### src/rtl/comma_aligner.sv
// 10b comma aligner: finds the K28.x comma bit offset in an unaligned 10-bit stream,
// verifies it, holds lock with loss hysteresis, and emits aligned symbols to the decoder.
module comma_aligner #(
  parameter int unsigned VERIFY_CNT = 2,
  parameter int unsigned LOSS_CNT   = 3
) (
  input  logic       clk,
  input  logic       rst,
  input  logic       en,
  input  logic [9:0] din,
  output logic [9:0] dout,
  output logic       dout_vld,
  output logic       comma_det,
  output logic       locked,
  output logic [3:0] align_ofs
);

  localparam logic [1:0] HUNT   = 2'd0;
  localparam logic [1:0] VERIFY = 2'd1;
  localparam logic [1:0] LOCKED = 2'd2;

  logic [1:0]  state, state_n;
  logic [9:0]  cur;
  logic        prime;
  logic [7:0]  vcnt, vcnt_n;
  logic [7:0]  mcnt, mcnt_n;
  logic [19:0] win;
  logic [9:0]  comma_at;
  logic        hit;
  logic [3:0]  hit_ofs;
  logic        in_phase;
  logic        off_phase;
  logic        acq;
  logic        upd;
  logic [3:0]  ofs_sel;
  logic [9:0]  dout_n;
  logic        det_n;

  // Window after this cycle's update; the older word is the current cur register.
  assign win = {cur, din};

  always_comb begin
    comma_at  = '0;
    hit       = 1'b0;
    hit_ofs   = '0;
    in_phase  = 1'b0;
    off_phase = 1'b0;
    for (int unsigned k = 0; k < 10; k++) begin
      if (en && prime &&
          (win[19-k -: 7] == 7'b0011111 || win[19-k -: 7] == 7'b1100000)) begin
        comma_at[k] = 1'b1;
        if (!hit) begin
          hit     = 1'b1;
          hit_ofs = 4'(k);
        end
        if (align_ofs == 4'(k)) in_phase = 1'b1;
        else                    off_phase = 1'b1;
      end
    end
  end

  always_comb begin
    state_n = state;
    vcnt_n  = vcnt;
    mcnt_n  = mcnt;
    acq     = 1'b0;
    case (state)
      HUNT: begin
        if (hit) begin
          acq     = 1'b1;
          state_n = VERIFY;
          vcnt_n  = '0;
        end
      end
      VERIFY: begin
        // An in-phase hit outranks a coincident off-phase pattern.
        if (in_phase) begin
          if (vcnt == 8'(VERIFY_CNT - 1)) begin
            state_n = LOCKED;
            vcnt_n  = '0;
            mcnt_n  = '0;
          end else begin
            vcnt_n = vcnt + 8'd1;
          end
        end else if (off_phase) begin
          state_n = HUNT;
          vcnt_n  = '0;
        end
      end
      LOCKED: begin
        if (in_phase) begin
          mcnt_n = '0;
        end else if (off_phase) begin
          if (mcnt == 8'(LOSS_CNT - 1)) begin
            state_n = HUNT;
            mcnt_n  = '0;
          end else begin
            mcnt_n = mcnt + 8'd1;
          end
        end
      end
      default: state_n = HUNT;
    endcase
  end

  // Output uses the freshly acquired offset on the acquisition cycle itself.
  always_comb begin
    ofs_sel = acq ? hit_ofs : align_ofs;
    upd     = en && (state_n != HUNT);
    dout_n  = '0;
    det_n   = 1'b0;
    for (int unsigned k = 0; k < 10; k++) begin
      if (ofs_sel == 4'(k)) begin
        dout_n = win[19-k -: 10];
        det_n  = comma_at[k];
      end
    end
  end

  always_ff @(posedge clk or negedge rst) begin
    if (!rst) begin
      cur       <= '0;
      prime     <= 1'b0;
      state     <= HUNT;
      vcnt      <= '0;
      mcnt      <= '0;
      align_ofs <= '0;
      dout      <= '0;
      dout_vld  <= 1'b0;
      comma_det <= 1'b0;
    end else begin
      if (en) begin
        cur   <= din;
        prime <= 1'b1;
      end
      state <= state_n;
      vcnt  <= vcnt_n;
      mcnt  <= mcnt_n;
      if (acq) align_ofs <= hit_ofs;
      dout_vld  <= upd;
      comma_det <= upd && det_n;
      if (upd) dout <= dout_n;
    end
  end

  assign locked = (state == LOCKED);

endmodule

### config.mk
export PLATFORM = sky130hd
export DESIGN_NAME = comma_aligner
export DESIGN_NICKNAME = d
export VERILOG_FILES = /design/src/rtl/comma_aligner.sv
export SDC_FILE = /design/constraint.sdc
export NUM_CORES = 1
export LEC_CHECK = 0
export CELL_PAD_IN_SITES_DETAIL_PLACEMENT = 1
export CELL_PAD_IN_SITES_GLOBAL_PLACEMENT = 2
export CORE_MARGIN = 10
export CORE_UTILIZATION = 39
export DETAILED_ROUTE_END_ITERATION = 12
export PLACE_DENSITY_LB_ADDON = 0.1
export SETUP_SLACK_MARGIN = 0.1
export SYNTH_ARGS = -nofsm -noshare
export SYNTH_HDL_FRONTEND = slang
export SYNTH_SLANG_ARGS = --single-unit
### constraint.sdc
create_clock -name clk -period 8.5 [get_ports clk]
set_clock_uncertainty 0.1 [all_clocks]
set_input_delay 1.7 -clock clk [delete_from_list [all_inputs] [get_ports clk]]
set_output_delay 1.7 -clock clk [all_outputs]
set_load 0.05 [all_outputs]
==> results.py, run 1 <==
metrics = {
    "outcome": {
        "status": "finished clean",
    },
    "sta": {
        "fin_hold_ws_ns": 0.395,
        "max-slew-margin-rel_pct": 27.6,
        "worst_pin_slew_ns": 1.09,
        "rsz0062_at_grt": "no",
        "report.final.hold_viol_count": 0,
        "finalCritPeriodShare_pct": 74.1,
        "min_period_ns": 6.30,
        "setup_viol": 0,
        "maxSlewViolCount": 0,
        "timing.fmax_mhz": 159,
        "fin_setup_tns_ns": 0,
        "setup_slack_ns": 2.20,
    },
    "detailed_routing": {
        "wl_per_cell_um": 22.3,
        "drt_iter0_drc": 459,
        "wirelength_um": 13600,
        "ant_nets": 0,
        "drt-vias-per-instance": 6.54,
        "drc": 0,
        "dr.pass1.iters": 5,
        "vias": 3981,
    },
    "clock_tree": {
        "cts_hold_buf": 0,
        "cts_sinks": 45,
        "cts_made_buffers": 5,
        "cts_buffer_depth": 2,
        "post-cts-setup-buffers": 0,
        "clk_pin_slew_worst_paths_ns": 0.10,
        "insertion_delay_ns": 0.31,
        "clockRootBuffer": "clkbuf_8",
        "h-tree-depth": 2,
        "cts-resized-gates": 0,
        "cts_tree": "done",
    },
    "worst_setup_path": {
        "crit_fanout": 17,
        "crit_path_top_delay_cell": "clkdlybuf4s50_1",
        "cp-end-kind": "flip-flop",
        "cp_data_arrival_time_ns": 6.46,
        "crit_required_ns": 8.65,
        "critical_path_class": "primary input to flip-flop",
        "crit_path_start_kind": "primary input",
        "crit_chain": "clkdlybuf4s50_1 -> and4_1 -> a32oi_1 -> a21oi_1 -> nor3_1 -> a21oi_1 -> nand2_1 -> clkinv_1 -> nand2_1 -> o22ai_1 -> o311ai_0 -> mux2_1",
        "slowest_delay_ns": 0.77,
    },
    "pwr": {
        "vdd_drop_max_mv": 0.189,
        "leakagePower_nw": 1.71,
        "pwr_density_cell_nw_per_um2": 354,
    },
    "worst_hold_path": {
        "hold_class": "flip-flop to flip-flop",
    },
    "synthesis": {
        "syn_area_per_cell_um2": 8.23,
        "ys.flop_type": "dfrtp_1",
        "yosysWarnings": 0,
        "ys_seq_area_share_pct": 29.0,
        "syn_area_um2": 3880,
        "ys_types": 76,
        "synthCells": 472,
        "ys_ff_latch": 45,
        "synth_nets": 493,
        "yosysTopAreaCell": "dfrtp_1",
        "ys_top_cells_by_area": "dfrtp_1 (29%), o21ai_0 (5.3%), nand3_1 (3.7%)",
        "synth-edff-count": 0,
        "synth-async-reset-ratio_pct": 100,
        "yosysTopAreaCellShare_pct": 29.0,
    },
    "global_route": {
        "grt_max_degree": 46,
        "grt_pass1_wl_um": 22100,
        "grt_pass1_vias": 3932,
        "antenna_found_initial": 0,
        "grt_use_total_pct": 18.4,
        "overflow": 0,
    },
    "die": {
        "num_rows": 36,
        "fp.dieW_um": 120,
        "initial_core_util_pct": 39.9,
        "fp.dieH_um": 120,
        "die_area_um2": 14300,
        "ios": 30,
        "core_area_um2": 9730,
    },
    "final_layout": {
        "nets": 496,
        "fin_util_pct": 44.4,
        "area_growth_syn_to_layout_pct": 11.3,
        "antenna_cells": 0,
        "layout-drive-gt1-share_pct": 10.3,
        "stdcell_area_um2": 4320,
        "n_fill_cell": 1195,
    },
    "place": {
        "dp_slack_ns": 2.03,
        "place_hpwl_um": 9770,
        "io_buffers": 29,
        "placed_area_um2": 4200,
        "gp_congestion": 0.918,
    },
    "job": {
        "drv_cap": 0,
    },
}
==> stage by stage <==
| stage | power [mW] | cells |
|---|---|---|
| after floorplan | 1.06 | 472 |
| after global placement | 1.33 | 601 |
| after detailed placement | 1.34 | 601 |
| after CTS | 1.52 | 609 |
| after global routing | 1.63 | 609 |
| final | 1.53 | 609 |
==> synthesized netlist by cell type, types with 3 or more instances <==
cell	n
nand2b_1	9
mux2_4	7
buf_2	3
a32oi_1	6
nand4_1	4
nor4_1	6
a21o_1	3
a31oi_1	7
nor4bb_1	3
a311o_1	3
o22a_1	4
mux2_2	11
o221a_2	5
nand2_1	36
o21ai_1	3
and4_1	4
o221ai_1	9
o31ai_1	10
inv_1	13
o22ai_1	10
o21ai_0	41
dfrtp_1	45
nor2_1	38
and3_1	9
o211ai_1	6
a22o_1	3
ha_1	8
a311oi_1	3
clkbuf_1	29
a21oi_1	21
nand3_1	29
mux2i_1	11
nor3_1	13
==> kinds of logic (layout without fill, tap and decap cells) <==
group	count (synthesis)	count (layout)	synth area share (%)
XOR/XNOR	1	1	0.226
flip-flops	45	45	29.0
multiplexers	30	30	9.02
buffers and inverters	50	54	5.32
AO/OA/AOI/OAI	163	163	29.8
adder cells (fa/ha/maj)	8	8	2.58
AND/OR/NAND/NOR	175	175	24.1
==> final cells by class <==
cell class,count,area [um2],share of cell area (%)
inverter,15,56.3,1.30
multi-input combinational,377,2550,59.1
tap,133,166,3.85
clock inverter,3,47.5,1.10
sequential,45,1130,26.1
timing repair buffer,31,300,6.95
clock buffer,5,68.8,1.59
==> metal layers <==
metal  track usage, %  part of all wire (%)  up-vias
met2             29.6                    47      130
met5                0                     0        -
met3             2.58                   5.0       21
met4             3.77                   1.4        0
li1                 -                     -     1827
met1             25.7                    47     2003
==> path summary, 6_finish.rpt <==
kind | from | to | slack, ns | cells after the start
worst max-delay path | din[8] | dout[1]$_DFFE_PN0P_ | 2.20 | 12
worst min-delay path | mcnt[7]$_DFFE_PN0P_ | mcnt[7]$_DFFE_PN0P_ | 0.39 | 1
worst max register to register | cur[2]$_DFFE_PN0P_ | dout[1]$_DFFE_PN0P_ | 3.39 | 11
worst min register to register | mcnt[7]$_DFFE_PN0P_ | mcnt[7]$_DFFE_PN0P_ | 0.39 | 1
max in group asynchronous | rst | cur[9]$_DFFE_PN0P_ | 6.14 | 1
min in group asynchronous | rst | mcnt[3]$_DFFE_PN0P_ | 1.48 | 1
==> critical path, delay by kind of cell <==
family                 cells  cell delay [ns]
and+or+nand+nor            4             1.61
AOI/OAI and AO/OA          5             1.49
buffers and inverters      2             1.42
muxes                      1             0.22
==> cell usage in the layout (no fill, tap or decap), drive strengths merged, types with 4 or more instances in the layout <==
| cell | n |
|---|---|
| a32oi | 6 |
| and4 | 4 |
| o31ai | 10 |
| a31oi | 7 |
| a21oi | 21 |
| and3 | 9 |
| o22a | 5 |
| nor3 | 13 |
| o221a | 5 |
| mux2i | 11 |
| inv | 16 |
| o211ai | 6 |
| nand4 | 4 |
| nand2 | 36 |
| nor4 | 6 |
| nand2b | 10 |
| dfrtp | 45 |
| clkbuf | 5 |
| nor2 | 38 |
| o22ai | 10 |
| clkdlybuf4s50 | 28 |
| o221ai | 9 |
| o21ai | 44 |
| nand3 | 29 |
| mux2 | 19 |
| ha | 8 |
==> registers in the layout (all words and copies together) (netlist names) <==
signal     count
mcnt           8
dout_vld       1
align_ofs      4
comma_det      1
dout          10
prime          1
cur           10
vcnt           8
state          2
==> power by group <==
group | switching (mW) | internal [mW] | leakage (nW) | total, mW
logic | 0.624 | 0.375 | 1.08 | 1.00
registers | 0.0863 | 0.265 | 0.576 | 0.351
clock network | 0.0872 | 0.0899 | 0.0591 | 0.177
total | 0.798 | 0.730 | 1.71 | 1.53
Note: power is estimated with default switching activity, not from simulation.
==> inputs of run 2 (changes only) <==
- CORE_UTILIZATION: 39 -> 36
- clock period: 8.5 -> 6.4 ns (I/O delays scaled with it)
==> results.py, run 2 (same netlist as run 1, synthesis figures left out) <==
metrics = {
    "outcome": {
        "status": "finished clean",
    },
    "pwr": {
        "power_mw": 2.03,
        "vdd_drop_max_mv": 0.251,
        "switching_power_mw": 1.05,
        "p_int_mw": 0.979,
        "leakagePower_nw": 1.73,
        "p_clk_share_pct": 11.2,
        "p_sw_share_pct": 51.8,
        "p_comb_share_pct": 65.8,
        "power_frac_seq_pct": 23.0,
        "pwr_density_cell_nw_per_um2": 467,
    },
    "global_route": {
        "grt_pass1_vias": 3994,
        "grt_max_degree": 46,
        "grt_pass1_wl_um": 22300,
        "grt_use_total_pct": 18.0,
        "antenna_found_initial": 0,
        "overflow": 0,
    },
    "worst_setup_path": {
        "crit_path_top_delay_cell": "clkdlybuf4s50_1",
        "cp_data_arrival_time_ns": 5.74,
        "worst-path-buf-inv": 3,
        "critPathLaunch": "din[8]",
        "path_depth": 13,
        "crit_chain": "clkdlybuf4s50_1 -> and4_1 -> a32oi_1 -> a21oi_1 -> nor3_1 -> a21oi_1 -> nand2_1 -> buf_4 -> clkinv_1 -> nand2_1 -> o22ai_1 -> o311ai_0 -> mux2_1",
        "cp_top_family": "buffers and inverters",
        "crit_path_start_kind": "primary input",
        "crit_fanout": 17,
        "reg2reg_to": "dout[1]$_DFFE_PN0P_",
        "worstRegToRegCells": 12,
        "critical_path_class": "primary input to flip-flop",
        "slowest_delay_ns": 0.77,
        "crit_end": "dout[1]$_DFFE_PN0P_",
        "crit_required_ns": 6.54,
        "reg2reg_setup_slack_ns": 1.67,
        "r2r-start": "cur[2]$_DFFE_PN0P_",
        "cp-end-kind": "flip-flop",
    },
    "sta": {
        "fin_setup_tns_ns": 0,
        "report.final.hold_viol_count": 0,
        "maxSlewViolCount": 0,
        "setup_viol": 0,
        "timing.fmax_mhz": 179,
        "rsz0062_at_grt": "no",
        "fin_hold_ws_ns": 0.399,
        "min_period_ns": 5.60,
        "finalCritPeriodShare_pct": 87.5,
        "max-slew-margin-rel_pct": 39.8,
        "worst_pin_slew_ns": 0.900,
    },
    "detailed_routing": {
        "top_layer_used": "met4",
        "wirelength_um": 13800,
        "drc": 0,
        "dr.pass1.iters": 4,
        "met3_length_um": 732,
        "met2_length_um": 6500,
        "drt_iter0_drc": 292,
        "wl_per_cell_um": 22.4,
        "vias": 3980,
        "ant_nets": 0,
        "drt-vias-per-instance": 6.45,
        "met1_length_um": 6430,
    },
    "die": {
        "initial_core_util_pct": 37.3,
        "ios": 30,
        "die_area_um2": 15300,
        "core_area_um2": 10400,
        "fp.dieH_um": 124,
        "fp.dieW_um": 124,
        "num_rows": 37,
    },
    "final_layout": {
        "nets": 501,
        "fin_util_pct": 41.8,
        "final_cell_mix": "dfrtp_1 (45), o21ai_0 (41), nor2_1 (38), nand2_1 (36), nand3_1 (29)",
        "area_growth_syn_to_layout_pct": 12.2,
        "layout-drive-gt1-share_pct": 11.0,
        "largest_registers": "cur: 10 flops, dout: 10 flops",
        "final_common_cell": "dfrtp_1",
        "n_fill_cell": 1261,
        "antenna_cells": 0,
    },
    "clock_tree": {
        "h-tree-depth": 2,
        "clk_pin_slew_worst_paths_ns": 0.10,
        "cts_tree": "done",
        "cts-resized-gates": 0,
        "cts_sinks": 45,
        "insertion_delay_ns": 0.30,
        "cts_made_buffers": 5,
        "cts_hold_buf": 0,
        "post-cts-setup-buffers": 0,
        "clockRootBuffer": "clkbuf_8",
        "cts_buffer_depth": 2,
    },
    "worst_hold_path": {
        "worstHoldPathCells": 1,
        "hold_class": "flip-flop to flip-flop",
    },
    "place": {
        "gp_congestion": 0.864,
        "io_buffers": 29,
        "place_hpwl_um": 9890,
    },
    "job": {
        "drv_cap": 0,
    },
}
[run 2: worst min path at each step]
stage	to	slack, ns	startpoint
global route	mcnt[7]$_DFFE_PN0P_	0.42	mcnt[7]$_DFFE_PN0P_
global placement	prime$_DFFE_PN0P_	0.37	prime$_DFFE_PN0P_
detailed placement	mcnt[7]$_DFFE_PN0P_	0.38	mcnt[7]$_DFFE_PN0P_
finish	mcnt[7]$_DFFE_PN0P_	0.40	mcnt[7]$_DFFE_PN0P_
CTS	mcnt[7]$_DFFE_PN0P_	0.40	mcnt[7]$_DFFE_PN0P_
floorplan	vcnt[7]$_DFFE_PN0P_	0.35	vcnt[7]$_DFFE_PN0P_
[run 2: worst reg2reg max path, delay by kind of cell (launching register included)]
kind	cells	cell delay (ns)
compound gates	5	1.48
buf+inv	2	0.75
flops	1	0.62
mux	1	0.20
simple gates	4	1.51
[run 2: power by group through the flow]
stage	Combinational, mW	Sequential [mW]	Clock (mW)
after CTS	1.33	0.467	0.234
after floorplan	0.836	0.567	0
after global placement	1.32	0.470	0
after global routing	1.44	0.484	0.246
final	1.34	0.468	0.227
after detailed placement	1.31	0.472	0
[run 2: through the flow]
| stage | setup slack [ns] | instances | cell area (um2) |
|---|---|---|---|
| after CTS | 0.895 | 617 | 4360 |
| after global placement | 0.575 | 609 | 4250 |
| after detailed placement | 0.600 | 609 | 4250 |
| final | 0.801 | 617 | 4360 |
| after floorplan | 2.29 | 472 | 3880 |
| after global routing | 0.487 | 617 | 4360 |
[run 2: layer usage]
metal | global-route usage, % | vias to the layer above
met2 | 29.8 | 115
met3 | 2.62 | 14
met5 | 0 | -
li1 | - | 1834
met1 | 24.5 | 2017
met4 | 3.64 | 0
[run 2: area by class of cell]
cell class,count,area [um2],area share (%)
Tap cell,136,170,3.91
Clock inverter,2,38.8,0.890
Multi-Input combinational cell,377,2550,58.6
Timing Repair Buffer,36,338,7.75
Sequential cell,45,1130,25.8
Inverter,15,56.3,1.29
Clock buffer,6,72.6,1.67
